==> src/rtl/temp_scan_pkg.sv <==
// rtl/temp_scan_pkg.sv - shared FSM type, ADC command constants and width helper
//
// Imported by temp_sclk_gen and temp_scan_monitor.
package temp_scan_pkg;

    typedef enum logic [2:0] {
        ST_IDLE,
        ST_CS_SETUP,
        ST_CMD,
        ST_NULL,
        ST_DATA,
        ST_CS_HOLD
    } state_t;

    // Leading bits of every ADC command word: start, single-ended.
    localparam logic START_BIT  = 1'b1;
    localparam logic SGL_BIT    = 1'b1;
    localparam int   NULL_SLOTS = 1;

    // A one-channel build still carries a 1-bit channel field.
    function automatic int ch_width(input int num_ch);
        return (num_ch <= 1) ? 1 : $clog2(num_ch);
    endfunction

endpackage

==> src/rtl/temp_sclk_gen.sv <==
// rtl/temp_sclk_gen.sv - SCLK divider with rise/fall strobes for the ADC link
//
// Ports:
//   clk, rstc  clock, synchronous active-high reset
//   en         run the divider; when low sclk and the phase are held at 0
//   sclk       serial clock: low for the first SCLK_DIV cycles of a slot, high after
//   rise       one-cycle strobe on the edge where sclk goes 0->1
//   fall       one-cycle strobe on the edge that ends a slot (sclk 1->0)
module temp_sclk_gen #(
    parameter int SCLK_DIV = 4
) (
    input  logic clk,
    input  logic rstc,
    input  logic en,
    output logic sclk,
    output logic rise,
    output logic fall
);

    localparam int PH_W = $clog2(2 * SCLK_DIV);
    localparam logic [PH_W-1:0] PH_RISE = PH_W'(SCLK_DIV - 1);
    localparam logic [PH_W-1:0] PH_FALL = PH_W'(2 * SCLK_DIV - 1);

    logic [PH_W-1:0] phase;

    assign rise = en && (phase == PH_RISE);
    assign fall = en && (phase == PH_FALL);

    always_ff @(posedge clk) begin
        if (rstc || !en) begin
            phase <= '0;
            sclk  <= 1'b0;
        end else begin
            phase <= fall ? '0 : phase + 1'b1;
            if (rise) begin
                sclk <= 1'b1;
            end else if (fall) begin
                sclk <= 1'b0;
            end
        end
    end

endmodule

==> src/rtl/temp_scan_monitor.sv <==
// rtl/temp_scan_monitor.sv - round-robin serial-ADC temperature scanner with per-channel alarms
//
// Optional feature macro: TEMP_SCAN_HYST_EN (alarm hysteresis using thresh_lo).
//
// Ports:
//   clk, rstc             clock, synchronous active-high reset
//   en                    scanning runs while high
//   thresh_hi, thresh_lo  alarm set / clear thresholds (unsigned)
//   cs, sclk, din, dout   serial ADC link (cs active-low)
//   sample, sample_ch     last conversion result and its channel
//   sample_valid          one-cycle pulse when sample/sample_ch update
//   alarm                 per-channel over-temperature flags
//   busy                  high whenever the FSM is not idle
module temp_scan_monitor
    import temp_scan_pkg::*;
#(
    parameter int DATA_W   = 10,
    parameter int NUM_CH   = 2,
    parameter int SCLK_DIV = 4,
    parameter int CH_W     = ch_width(NUM_CH)
) (
    input  logic              clk,
    input  logic              rstc,
    input  logic              en,
    input  logic [DATA_W-1:0] thresh_hi,
    input  logic [DATA_W-1:0] thresh_lo,
    output logic              cs,
    output logic              sclk,
    output logic              din,
    input  logic              dout,
    output logic [DATA_W-1:0] sample,
    output logic [CH_W-1:0]   sample_ch,
    output logic              sample_valid,
    output logic [NUM_CH-1:0] alarm,
    output logic              busy
);

    localparam int CMD_W  = CH_W + 2;
    localparam int SLOT_W = $clog2(DATA_W + CMD_W + 1);
    localparam int CNT_W  = $clog2(SCLK_DIV + 1);
    localparam logic [SLOT_W-1:0] CMD_LAST  = SLOT_W'(CMD_W - 1);
    localparam logic [SLOT_W-1:0] NULL_LAST = SLOT_W'(NULL_SLOTS - 1);
    localparam logic [SLOT_W-1:0] DATA_LAST = SLOT_W'(DATA_W - 1);
    localparam logic [CNT_W-1:0]  CNT_LAST  = CNT_W'(SCLK_DIV - 1);
    localparam logic [CH_W-1:0]   CH_LAST   = CH_W'(NUM_CH - 1);

    state_t            state;
    state_t            state_nx;
    logic [CNT_W-1:0]  cnt;
    logic [SLOT_W-1:0] slot;
    logic [CH_W-1:0]   ch;
    logic [CMD_W-1:0]  cmd_word;
    logic [CMD_W-1:0]  cmd_sr;
    logic [DATA_W-1:0] data_sr;
    logic              sclk_run;
    logic              rise;
    logic              fall;

    assign cmd_word = {START_BIT, SGL_BIT, ch};
    assign sclk_run = state inside {ST_CMD, ST_NULL, ST_DATA};
    assign cs       = !(state inside {ST_CS_SETUP, ST_CMD, ST_NULL, ST_DATA});
    assign busy     = (state != ST_IDLE);

    temp_sclk_gen #(
        .SCLK_DIV(SCLK_DIV)
    ) u_sclk_gen (
        .clk (clk),
        .rstc(rstc),
        .en  (sclk_run),
        .sclk(sclk),
        .rise(rise),
        .fall(fall)
    );

    always_ff @(posedge clk) begin
        if (rstc) begin
            state <= ST_IDLE;
        end else begin
            state <= state_nx;
        end
    end

    always_comb begin
        state_nx = state;
        case (state)
            ST_IDLE:     if (en)                         state_nx = ST_CS_SETUP;
            ST_CS_SETUP: if (cnt == CNT_LAST)            state_nx = ST_CMD;
            ST_CMD:      if (fall && slot == CMD_LAST)   state_nx = ST_NULL;
            ST_NULL:     if (fall && slot == NULL_LAST)  state_nx = ST_DATA;
            ST_DATA:     if (fall && slot == DATA_LAST)  state_nx = ST_CS_HOLD;
            ST_CS_HOLD:  if (cnt == CNT_LAST)            state_nx = ST_IDLE;
            default:                                     state_nx = ST_IDLE;
        endcase
    end

    always_ff @(posedge clk) begin
        if (rstc) begin
            cnt          <= '0;
            slot         <= '0;
            ch           <= '0;
            cmd_sr       <= '0;
            data_sr      <= '0;
            din          <= 1'b0;
            sample       <= '0;
            sample_ch    <= '0;
            sample_valid <= 1'b0;
            alarm        <= '0;
        end else begin
            sample_valid <= 1'b0;

            // cnt times the cs setup/hold phases, slot counts bit slots; both restart per state.
            if (state_nx != state) begin
                cnt  <= '0;
                slot <= '0;
            end else begin
                cnt <= cnt + 1'b1;
                if (fall) begin
                    slot <= slot + 1'b1;
                end
            end

            case (state)
                ST_CS_SETUP: begin
                    // First command bit must already be on din when the first slot opens.
                    if (state_nx == ST_CMD) begin
                        din    <= cmd_word[CMD_W-1];
                        cmd_sr <= {cmd_word[CMD_W-2:0], 1'b0};
                    end
                end
                ST_CMD: begin
                    if (fall) begin
                        din    <= (state_nx == ST_CMD) ? cmd_sr[CMD_W-1] : 1'b0;
                        cmd_sr <= {cmd_sr[CMD_W-2:0], 1'b0};
                    end
                end
                ST_DATA: begin
                    if (rise) begin
                        data_sr <= {data_sr[DATA_W-2:0], dout};
                    end
                    if (state_nx == ST_CS_HOLD) begin
                        sample       <= data_sr;
                        sample_ch    <= ch;
                        sample_valid <= 1'b1;
`ifdef TEMP_SCAN_HYST_EN
                        if (data_sr > thresh_hi) begin
                            alarm[ch] <= 1'b1;
                        end else if (data_sr < thresh_lo) begin
                            alarm[ch] <= 1'b0;
                        end
`else
                        alarm[ch] <= (data_sr > thresh_hi);
`endif
                        ch <= (ch == CH_LAST) ? '0 : ch + 1'b1;
                    end
                end
                default: ;
            endcase
        end
    end

`ifndef TEMP_SCAN_HYST_EN
    logic unused_thresh_lo;
    assign unused_thresh_lo = ^thresh_lo;
`endif

endmodule

==> config.mk <==
export PLATFORM = sky130hd
export DESIGN_NAME = temp_scan_monitor
export DESIGN_NICKNAME = d
export VERILOG_FILES = /design/src/rtl/temp_scan_pkg.sv /design/src/rtl/temp_sclk_gen.sv /design/src/rtl/temp_scan_monitor.sv
export SDC_FILE = /design/constraint.sdc
export NUM_CORES = 1
export LEC_CHECK = 0
export CORE_MARGIN = 4
export CORE_UTILIZATION = 54
export CTS_CLUSTER_DIAMETER = 60
export DETAILED_ROUTE_END_ITERATION = 12
export PLACE_DENSITY = 0.89
export SLEW_MARGIN = 30
export SYNTH_ARGS = -nofsm -noshare
export SYNTH_HDL_FRONTEND = slang
export SYNTH_SLANG_ARGS = --single-unit
==> constraint.sdc <==
create_clock -name clk -period 5.48 [get_ports clk]
set_input_delay 0.548 -clock clk [delete_from_list [all_inputs] [get_ports clk]]
set_output_delay 0.548 -clock clk [all_outputs]
set_load 0.05 [all_outputs]
* Word level (Yosys, flattened, before mapping) *
Index checks and enable logic that the tools add are counted.

word-level totals
  flip-flop bits (word level) = 43
  word-level logic and storage cells = 79
  output and inout bits = 18

cells by class
  bitwise logic cells = 1
  reduce and logical (&&, ||, !) cells = 22
  multiplexer cells = 21
  $add $sub $neg = 4
  magnitude comparators = 3
  eq/ne operators = 15

operator list
  cell                 count
  $mux 3               8
  $pmux 3 s6           1
  $eq 3x2->1 const B   5
  $eq 3x3->1 const B   4
  $gt 10x10->1         1
  $mux 1               8
  $add 3x1->3 const B  2
  $logic_and 1x1->1    6
  $pmux 3 s2           1
  $reduce_bool 3->1    2
  $reduce_or 2->1      3
  $add 4x1->4 const B  1
  $eq 4x2->1 const B   1
  $eq 4x4->1 const B   1
  $logic_not 4->1      1
  $reduce_and 2->1     2
  $reduce_bool 2->1    2
  $reduce_bool 4->1    1
  $eq 3x1->1 const B   1
  $logic_not 3->1      1
  $ne 3x3->1           1
  $reduce_and 3->1     1
  $bwmux 2             1
  $logic_not 1->1      2
  9 further kinds      9

* Depth between registers and ports, before layout *
Gate-level depths: netlist of the first run.

  word-level depth = 10
  gate-level depth with buffers = 7
  depth with buffers taken out = 6

* By module *
A second synthesis of the first run with hierarchy kept.

unflattened totals
  cells, all modules = 228
  area, all modules = 2,033.2 um^2

by module, submodules not included
  module             sequential area each (um^2)  area an instance (um^2)  times used  cells each
  temp_scan_monitor  760.7                        1,853.0                  1           210
  temp_sclk_gen      80.1                         180.2                    1           18

* Worst setup path before layout of the first run *
OpenSTA, ideal clock, no wires.

  path type = register to output
  start point = register state[0]
  end point = output port cs
  arrival time = 1.395 ns
  data required time = 4.932 ns
  cell stages (with the launch flop) = 5
  path slack = 3.537 ns
  buffers on the path = 1
  path through = dfxtp_1 > buf_2 > nor3_1 > inv_1 > nand2_1

on the way
  cells in the longest elaborated chain, start to end = 3
  elaborated cells between the ends (all ways) = 6
  those cells by class = eq/ne (4); reduce/logical (2)

ends and longest elaborated chain
  item                                RTL line                 source
  from (decl)                         temp_scan_monitor.sv:47  state_t state;
  from (signal assigned)              temp_scan_monitor.sv:79  state <= state_nx;
  $eq 3x1->1 (tied with other cells)  temp_scan_monitor.sv:61  assign cs = !(state inside {ST_CS_SETUP, ST_CMD, ST_NULL, ST_DATA});
  $reduce_bool 4->1 (*)               temp_scan_monitor.sv:61
  $logic_not 1->1 (*)                 temp_scan_monitor.sv:61
  to (decl)                           temp_scan_monitor.sv:27  output logic cs,

Every way passes the cells marked *; elsewhere a longest branch is shown, timed or not.

* Final worst setup path of the first run *
Same ends and word-level chain as after synthesis.

==> flow_summary.ini, run 1 <==
[worst_hold_path]
hold_path_end = u_sclk_gen.phase[0]$_SDFF_PP0_
hp-class = reg2reg
hold_depth = 1
worstHoldStart = u_sclk_gen.phase[0]$_SDFF_PP0_

[global_route]
grt_start_max_net_pins = 38
antenna_found_initial = 0
grt_pass1_vias = 1548
grt_pass1_wl_um = 7020
overflow = 0
grtUsageTotal_pct = 17.6

[critical_path]
path_class = reg2out
cp_max_fo = 12
rr_startpoint = state[1]$_SDFF_PP0_
end_kind = primary output
r2r_cells = 4
regToRegSetupSlack_ps = 3500
r2r_end = slot[3]$_SDFFE_PP0P_
crit_required_ps = 4930
critPathLaunchType = flip-flop
worstPathArrival_ps = 1970

[route]
routedWlPerCell_um = 13.1
finalWirelength_um = 4010
final_antenna_net_count = 0
drc = 0
drtIter0Drc = 72
vias = 1614
firstDrtPassIters = 4
vias_per_cell = 5.27

[cells_and_area]
utilization_pct = 67.7
nets = 301
instances_no_fill = 306
layout-drive-gt1-share_pct = 5.04
fin_area_sq_um = 2480
antenna_cells = 0
syn_to_final_growth_pct = 21.7

[pwr]
powerDensity_nw_per_um2 = 242
peakVddDrop_mv = 0.170
p_total_mw = 0.601
p_leak_nw = 1.04

[clocking]
cts_resized = 0
cts_tree = yes
clk_path_buf_depth = 2
insertion_delay_ps = 290
cts_root_buffer = clkbuf_8
holdBufCountCts = 0
cts_sinks = 42
post_cts_buffers = 0
htreeDepth = 2
clk_pin_slew_ps = 80
cts_buffers = 5

[floorplan]
fp.dieW_um = 69.4
coreArea_sq_um = 3660
dieArea_sq_um = 4820
fp.dieH_um = 69.4
start_util_pct = 55.7
placementRows = 22
pin_count = 42

[synthesis]
ys_ff_latch = 42
synth_sequential_area_ratio_pct = 41.3
yosysUniqueCellTypes = 42
async_flop_share_pct = 0
ys.flop_type = dfxtp_1
synth_edf_count = 0
syn_avg_cell_area_sq_um = 8.90
synth_nets = 272
synthCells = 229
synth_area_sq_um = 2040
ys_warn_count = 0
synth_top_area_share_pct = 41.3
synth_area_leader_cell = dfxtp_1
yosys-top-cells-area = dfxtp_1 41%, ha_1 12%, mux2i_1 6.4%

[timing]
finalSetupViolCount = 0
tightest_slew_ps = 594
final_hold_viol_count = 0
slew_headroom_pct = 59.4
period_minus_slack_ps = 2520
finClkSkew_ps = 6.34
finalMaxSlewViolations = 0
rsz0062_at_grt = no
tns_ps = 0
fmax_mhz = 398
fin_crit_sh_pct = 45.9

[outcome]
outcome = completed

[placement]
hpwl_um = 2770
dpl_cell_area_sq_um = 2370
portBuffers = 31
dp.cells = 299
gp_congestion = 0.789

[run]
drv_cap = 0
## power breakdown
group | leakage [nW] | switching [mW] | internal (mW)
sequential | 0.339 | 0.00387 | 0.308
clock | 0.0573 | 0.101 | 0.146
combinational | 0.640 | 0.0229 | 0.0192
## synth_stat cells (2+ instances only)
cell      count
nor3_1        3
a21oi_1      21
buf_2         3
o211ai_1      2
nand3b_1      4
mux2i_1      13
xnor2_1       2
nand3_1       2
or3_1         2
a211oi_1      3
nor2_1       22
nand2b_1      3
o31ai_1       2
buf_4         2
inv_1        20
a311oi_1      2
nand2_1      28
nor2b_1       3
dfxtp_1      42
a21o_1        2
nand4_1       2
ha_1         19
clkbuf_1      4
o21ai_0       5
## flip-flops by register name, indices dropped and copies added, names as in the netlist, 2 cells and up
signal,flops
sample,10
cnt,3
u_sclk_gen.phase,3
cmd_sr,2
data_sr,10
alarm,2
state,3
slot,4
## metal layers
metal	wire [um]	GRT usage, %	vias to the layer above
met2	1960	28.7	29
li1	-	-	841
met5	0	0	-
met4	32	6.29	0
met3	155	5.36	4
met1	1870	22.0	740
## metrics by stage
| step | hold slack, ps | worst slack [ps] |
|---|---|---|
| 3_3_place_gp | 408 | 2970 |
| 3_5_place_dp | 414 | 2950 |
| 2_1_floorplan | 395 | 3540 |
| 5_1_grt | 454 | 2780 |
| 4_1_cts | 426 | 2950 |
| 6_report | 419 | 2960 |
## critical path: stages, from the launching register on
cell and delay, ps:
dfxtp_1 440, nor3_1 290, inv_1 90, nand2_1 70, clkdlybuf4s50_1 790
## logic make-up after synthesis
| group | Yosys count | share of synthesized area (%) |
|---|---|---|
| AO/OA/AOI/OAI | 47 | 14.9 |
| XOR/XNOR | 3 | 1.29 |
| adder cells (fa/ha/maj) | 19 | 11.7 |
| buffers and inverters | 30 | 6.08 |
| flip-flops | 42 | 41.3 |
| multiplexers | 13 | 6.38 |
| AND/OR/NAND/NOR | 75 | 18.5 |
## cell usage in the layout, fill, tap and decap left out, drive strengths merged, types with 3 or more instances in the layout
cell	netlist	routed
dfxtp	42	42
mux2i	13	13
clkdlybuf4s50	0	31
o211ai	3	3
o21ai	6	6
nand2	28	28
ha	19	19
inv	20	20
nand3b	4	4
a21oi	21	21
nand3	3	3
nor2b	3	3
nor3	3	3
nand2b	3	3
a211oi	3	3
nor2	22	22
clkbuf	4	6
## cell type report
cell class                 count  area [sq um]
timing repair buffer          32           318
sequential                    42           841
clock inverter                 1          30.0
tap                           48          60.1
clock buffer                   6          82.6
multi-input combinational    157          1070
inverter                      20          75.1
fill                         280          1180
## worst max-delay path by stage
stage | start | to | slack [ps]
2_1_floorplan | state[0]$_SDFF_PP0_ | cs | 3540
3_3_place_gp | thresh_hi[3] | alarm[1]$_SDFFE_PP0P_ | 2970
3_5_place_dp | thresh_hi[7] | alarm[1]$_SDFFE_PP0P_ | 2950
4_1_cts | state[0]$_SDFF_PP0_ | cs | 2950
5_1_grt | state[0]$_SDFF_PP0_ | cs | 2780
6_report | state[0]$_SDFF_PP0_ | cs | 2960
No activity file was read; power rests on OpenSTA's default activity.
==> run 2, diff against run 1 <==
CORE_UTILIZATION = 51   (was 54)
PLACE_DENSITY = 0.85   (was 0.89)
clock period = 2.5 ns   (was 5.48 ns; I/O delays follow)
==> run 2 against run 1 <==
Clock skew decreased by 2.3 ps. First-iteration DRC count is 67% higher. Final cell count did not move. Clock-buffer cell count up 1. Flip-flop and latch count unchanged. Non-clock buffer count stayed put. Combinational power grew 120%. Power increased by 96%. Die area rose by 5.2%. Sequential power is 120% higher.
==> flow_summary.ini, run 2 (synthesis results as in run 1) <==
[timing]
final_hold_viol_count = 0
fin_ws_ps = 274
tns_ps = 0
period_minus_slack_ps = 2230
finalMaxSlewViolations = 0
finalSetupViolCount = 0
slew_headroom_pct = 57.5
rsz0062_at_grt = no
finClkSkew_ps = 4.02
tightest_slew_ps = 622
fmax_mhz = 449
fin_crit_sh_pct = 89.0

[cells_and_area]
syn_to_final_growth_pct = 19.9
layout-drive-gt1-share_pct = 4.26
nets = 301
utilization_pct = 64.8
top_regs = data_sr x10, sample x10, slot x4
final_common_cell = dfxtp_1
fillerInstances = 310
mostFrequentLayoutCells = 42 x dfxtp_1, 31 x clkdlybuf4s50_1, 28 x nand2_1, 22 x nor2_1, 21 x a21oi_1
antenna_cells = 0

[outcome]
outcome = completed

[critical_path]
crit_required_ps = 2250
cpMaxStageDelayCell = clkdlybuf4s50_1
slowest_delay_ps = 790
end_kind = primary output
path_class = reg2out
cpLargestDelayFamily = buffers and inverters
worstPathArrival_ps = 1980
critPathLaunchType = flip-flop
crit_buf_inv = 2
crit_chain = nor3_1 > inv_1 > nand2_1 > clkdlybuf4s50_1
cp_max_fo = 12

[route]
firstDrtPassIters = 4
drc = 0
wl_met3_um = 159
routedWlPerCell_um = 12.5
wl_met1_um = 1770
topRoutingLayerUsed = met4
vias_per_cell = 5.25
vias = 1608
final_antenna_net_count = 0
finalWirelength_um = 3840
met2_wirelength_um = 1840
drtIter0Drc = 120

[global_route]
grt_pass1_vias = 1493
grt_start_max_net_pins = 36
grt_pass1_wl_um = 6600
overflow = 0
antenna_found_initial = 0
grtUsageTotal_pct = 16.2

[floorplan]
dieArea_sq_um = 5070
pin_count = 42
coreArea_sq_um = 3770
fp.dieH_um = 71.2
fp.dieW_um = 71.2
placementRows = 22
start_util_pct = 54.0

[worst_hold_path]
hp-class = reg2reg

[clocking]
cts_buffers = 5
cts_root_buffer = clkbuf_8
cts_tree = yes
holdBufCountCts = 0
cts_sinks = 42
htreeDepth = 2
clk_path_buf_depth = 2
clk_pin_slew_ps = 70
insertion_delay_ps = 290
post_cts_buffers = 0
cts_resized = 0

[placement]
pre_cts_ws_ps = 228
gp_congestion = 0.802
portBuffers = 31
hpwl_um = 2820

[pwr]
peakVddDrop_mv = 0.247
p_leak_nw = 1.02
powerDensity_nw_per_um2 = 483

[run]
drv_cap = 0
## run 2: cell type report
cell class | count | area (sq um) | share of cell area, %
multi-input combinational | 157 | 1070 | 43.9
timing repair buffer | 32 | 318 | 13.0
clock buffer | 7 | 76.3 | 3.12
tap | 48 | 60.1 | 2.46
inverter | 20 | 75.1 | 3.07
sequential | 42 | 841 | 34.4
## run 2: final timing paths
kind | startpoint | end | slack [ps] | cells past startpoint
max | state[0]$_SDFF_PP0_ | cs | 270 | 4
min reg2reg | u_sclk_gen.phase[0]$_SDFF_PP0_ | u_sclk_gen.phase[0]$_SDFF_PP0_ | 420 | 1
min | u_sclk_gen.phase[0]$_SDFF_PP0_ | u_sclk_gen.phase[0]$_SDFF_PP0_ | 420 | 1
max reg2reg | state[2]$_SDFF_PP0_ | alarm[0]$_SDFFE_PP0P_ | 530 | 4
## run 2: stage by stage
step                      cell area (sq um)  instances  total power, mW  hold WS, ps
after floorplan                        2040        229            0.755          386
after global placement                 2370        299            0.790          411
after detailed placement               2370        299            0.791          410
after CTS                              2440        306             1.19          420
after global routing                   2440        306             1.23          436
final                                  2440        306             1.18          419
## run 2: power by group
| part | internal (mW) | switching [mW] | total, mW |
|---|---|---|---|
| Combinational | 0.0422 | 0.0494 | 0.0916 |
| Clock | 0.192 | 0.212 | 0.404 |
| Sequential | 0.676 | 0.00812 | 0.684 |
## run 2: per-layer routing
layer,track usage [%],up-vias
li1,-,835
met1,20.7,742
met2,26.0,26
met3,4.49,5
met4,6.26,0
met5,0,-
==> run 3, diff against run 2 <==
==> constraint.sdc (replaced) <==
create_clock -name clk -period 2.5 [get_ports clk]
set_input_delay 0.5 -clock clk [delete_from_list [all_inputs] [get_ports clk]]
set_output_delay 0.5 -clock clk [all_outputs]
set_load 0.05 [all_outputs]
==> run 3 against run 2 <==
Worst hold slack better by 3.4 ps. Setup slack got worse by 100 ps. Critical path depth is 1 lower. Flip-flop and latch count unchanged. Via count rose by 1.8%. Clock skew is 1.2 ps lower. Global-route usage barely moved. Critical endpoint is now busy. Highest routed layer unchanged.
==> flow_summary.ini, run 3 (synthesis results as in run 1) <==
[clocking]
htreeDepth = 2
post_cts_buffers = 0
cts_buffers = 5
holdBufCountCts = 0
cts_root_buffer = clkbuf_8
cts_sinks = 42
clk_path_buf_depth = 2
clk_pin_slew_ps = 70
insertion_delay_ps = 290
cts_resized = 0
cts_tree = yes

[pwr]
peakVddDrop_mv = 0.317
p_leak_nw = 1.03
p_clk_share_pct = 34.2
p_switching_mw = 0.271
p_total_mw = 1.18
seqPwrFrac_pct = 57.4
p_int_mw = 0.912
powerDensity_nw_per_um2 = 480
power.share.switching_pct = 22.9
pwr-share-comb_pct = 8.4

[cells_and_area]
seqCellArea_sq_um = 841
syn_to_final_growth_pct = 20.9
layout-drive-gt1-share_pct = 5.75
final_common_cell = dfxtp_1
multi_input_area_sq_um = 1070
antenna_cells = 0
fillerInstances = 320
top_regs = data_sr x10, sample x10, slot x4
mostFrequentLayoutCells = 42 x dfxtp_1, 30 x clkdlybuf4s50_1, 28 x nand2_1, 22 x nor2_1, 21 x a21oi_1
nets = 304

[route]
routedWlPerCell_um = 12.4
vias = 1637
vias_per_cell = 5.30
finalWirelength_um = 3840
final_antenna_net_count = 0
drtIter0Drc = 94
firstDrtPassIters = 5
drc = 0

[timing]
tns_ps = 0
finClkSkew_ps = 2.84
tightest_slew_ps = 499
rsz0062_at_grt = no
fin_crit_sh_pct = 93.0
slew_headroom_pct = 66.6
finalSetupViolCount = 0
final_hold_viol_count = 0
finalMaxSlewViolations = 0
fmax_mhz = 430
period_minus_slack_ps = 2330

[placement]
portBuffers = 31
hpwl_um = 2810
gp_congestion = 0.818

[global_route]
grtUsageTotal_pct = 16.2
overflow = 0
grt_pass1_vias = 1498
antenna_found_initial = 0
grt_start_max_net_pins = 35
grt_pass1_wl_um = 6600

[run]
drv_cap = 0

[critical_path]
path_class = reg2out
end_kind = primary output
cp-startpoint = state[2]$_SDFF_PP0_
cp_max_fo = 10
crit_required_ps = 2000
rr_startpoint = state[2]$_SDFF_PP0_
worstPathArrival_ps = 1830
critPathLaunchType = flip-flop

[floorplan]
coreArea_sq_um = 3770
dieArea_sq_um = 5070
fp.dieH_um = 71.2
pin_count = 42
placementRows = 22
fp.dieW_um = 71.2
start_util_pct = 54.0

[worst_hold_path]
worstHoldStart = cnt[0]$_SDFF_PP0_
hp-class = reg2reg

[outcome]
outcome = completed
==> run 3: worst paths after layout <==
kind | depth (start not counted) | endpoint | slack (ps)
max | 3 | busy | 170
min | 1 | cnt[0]$_SDFF_PP0_ | 420
max reg2reg | 4 | alarm[0]$_SDFFE_PP0P_ | 600
min reg2reg | 1 | cnt[0]$_SDFF_PP0_ | 420
==> run 3: power by group through the flow <==
stage / sequential (mW) / clock (mW) / combinational [mW]
floorplan: 0.696 / 0 / 0.0581
global placement: 0.695 / 0 / 0.0974
detailed placement: 0.695 / 0 / 0.0993
CTS: 0.679 / 0.416 / 0.100
global route: 0.680 / 0.433 / 0.110
finish: 0.679 / 0.404 / 0.0992
==> run 3: critical path, cell delays in order (launching register included) <==
cell and delay (ps):
dfxtp_1 510, nor3_1 130, inv_1 100, clkdlybuf4s50_1 800
==> run 3: per-stage QoR <==
step                      hold slack, ps  utilization (%)  setup slack [ps]  instances  cell area, sq um
final                                423             65.3               174        309              2460
after global routing                 451             65.3              84.2        309              2460
after CTS                            426             65.3               178        309              2460
after detailed placement             414             63.3               110        302              2390
after global placement               408             63.3               105        302              2390
after floorplan                      395                -               605        229              2040
==> run 3: final cells by class <==
class	instances	share of cell area (%)
clock buffer	7	3.10
inverter	20	3.05
multi-input combinational	157	43.6
timing repair buffer	35	13.7
sequential	42	34.1
tap	48	2.44
==> run 3: metal layers <==
metal  up-vias  GRT usage [%]  routed length (um)
li1        845              -                   -
met3        10           3.65                 134
met5         -              0                   0
met1       757           20.9                1810
met4         0           8.98                 114
met2        25           25.1                1770
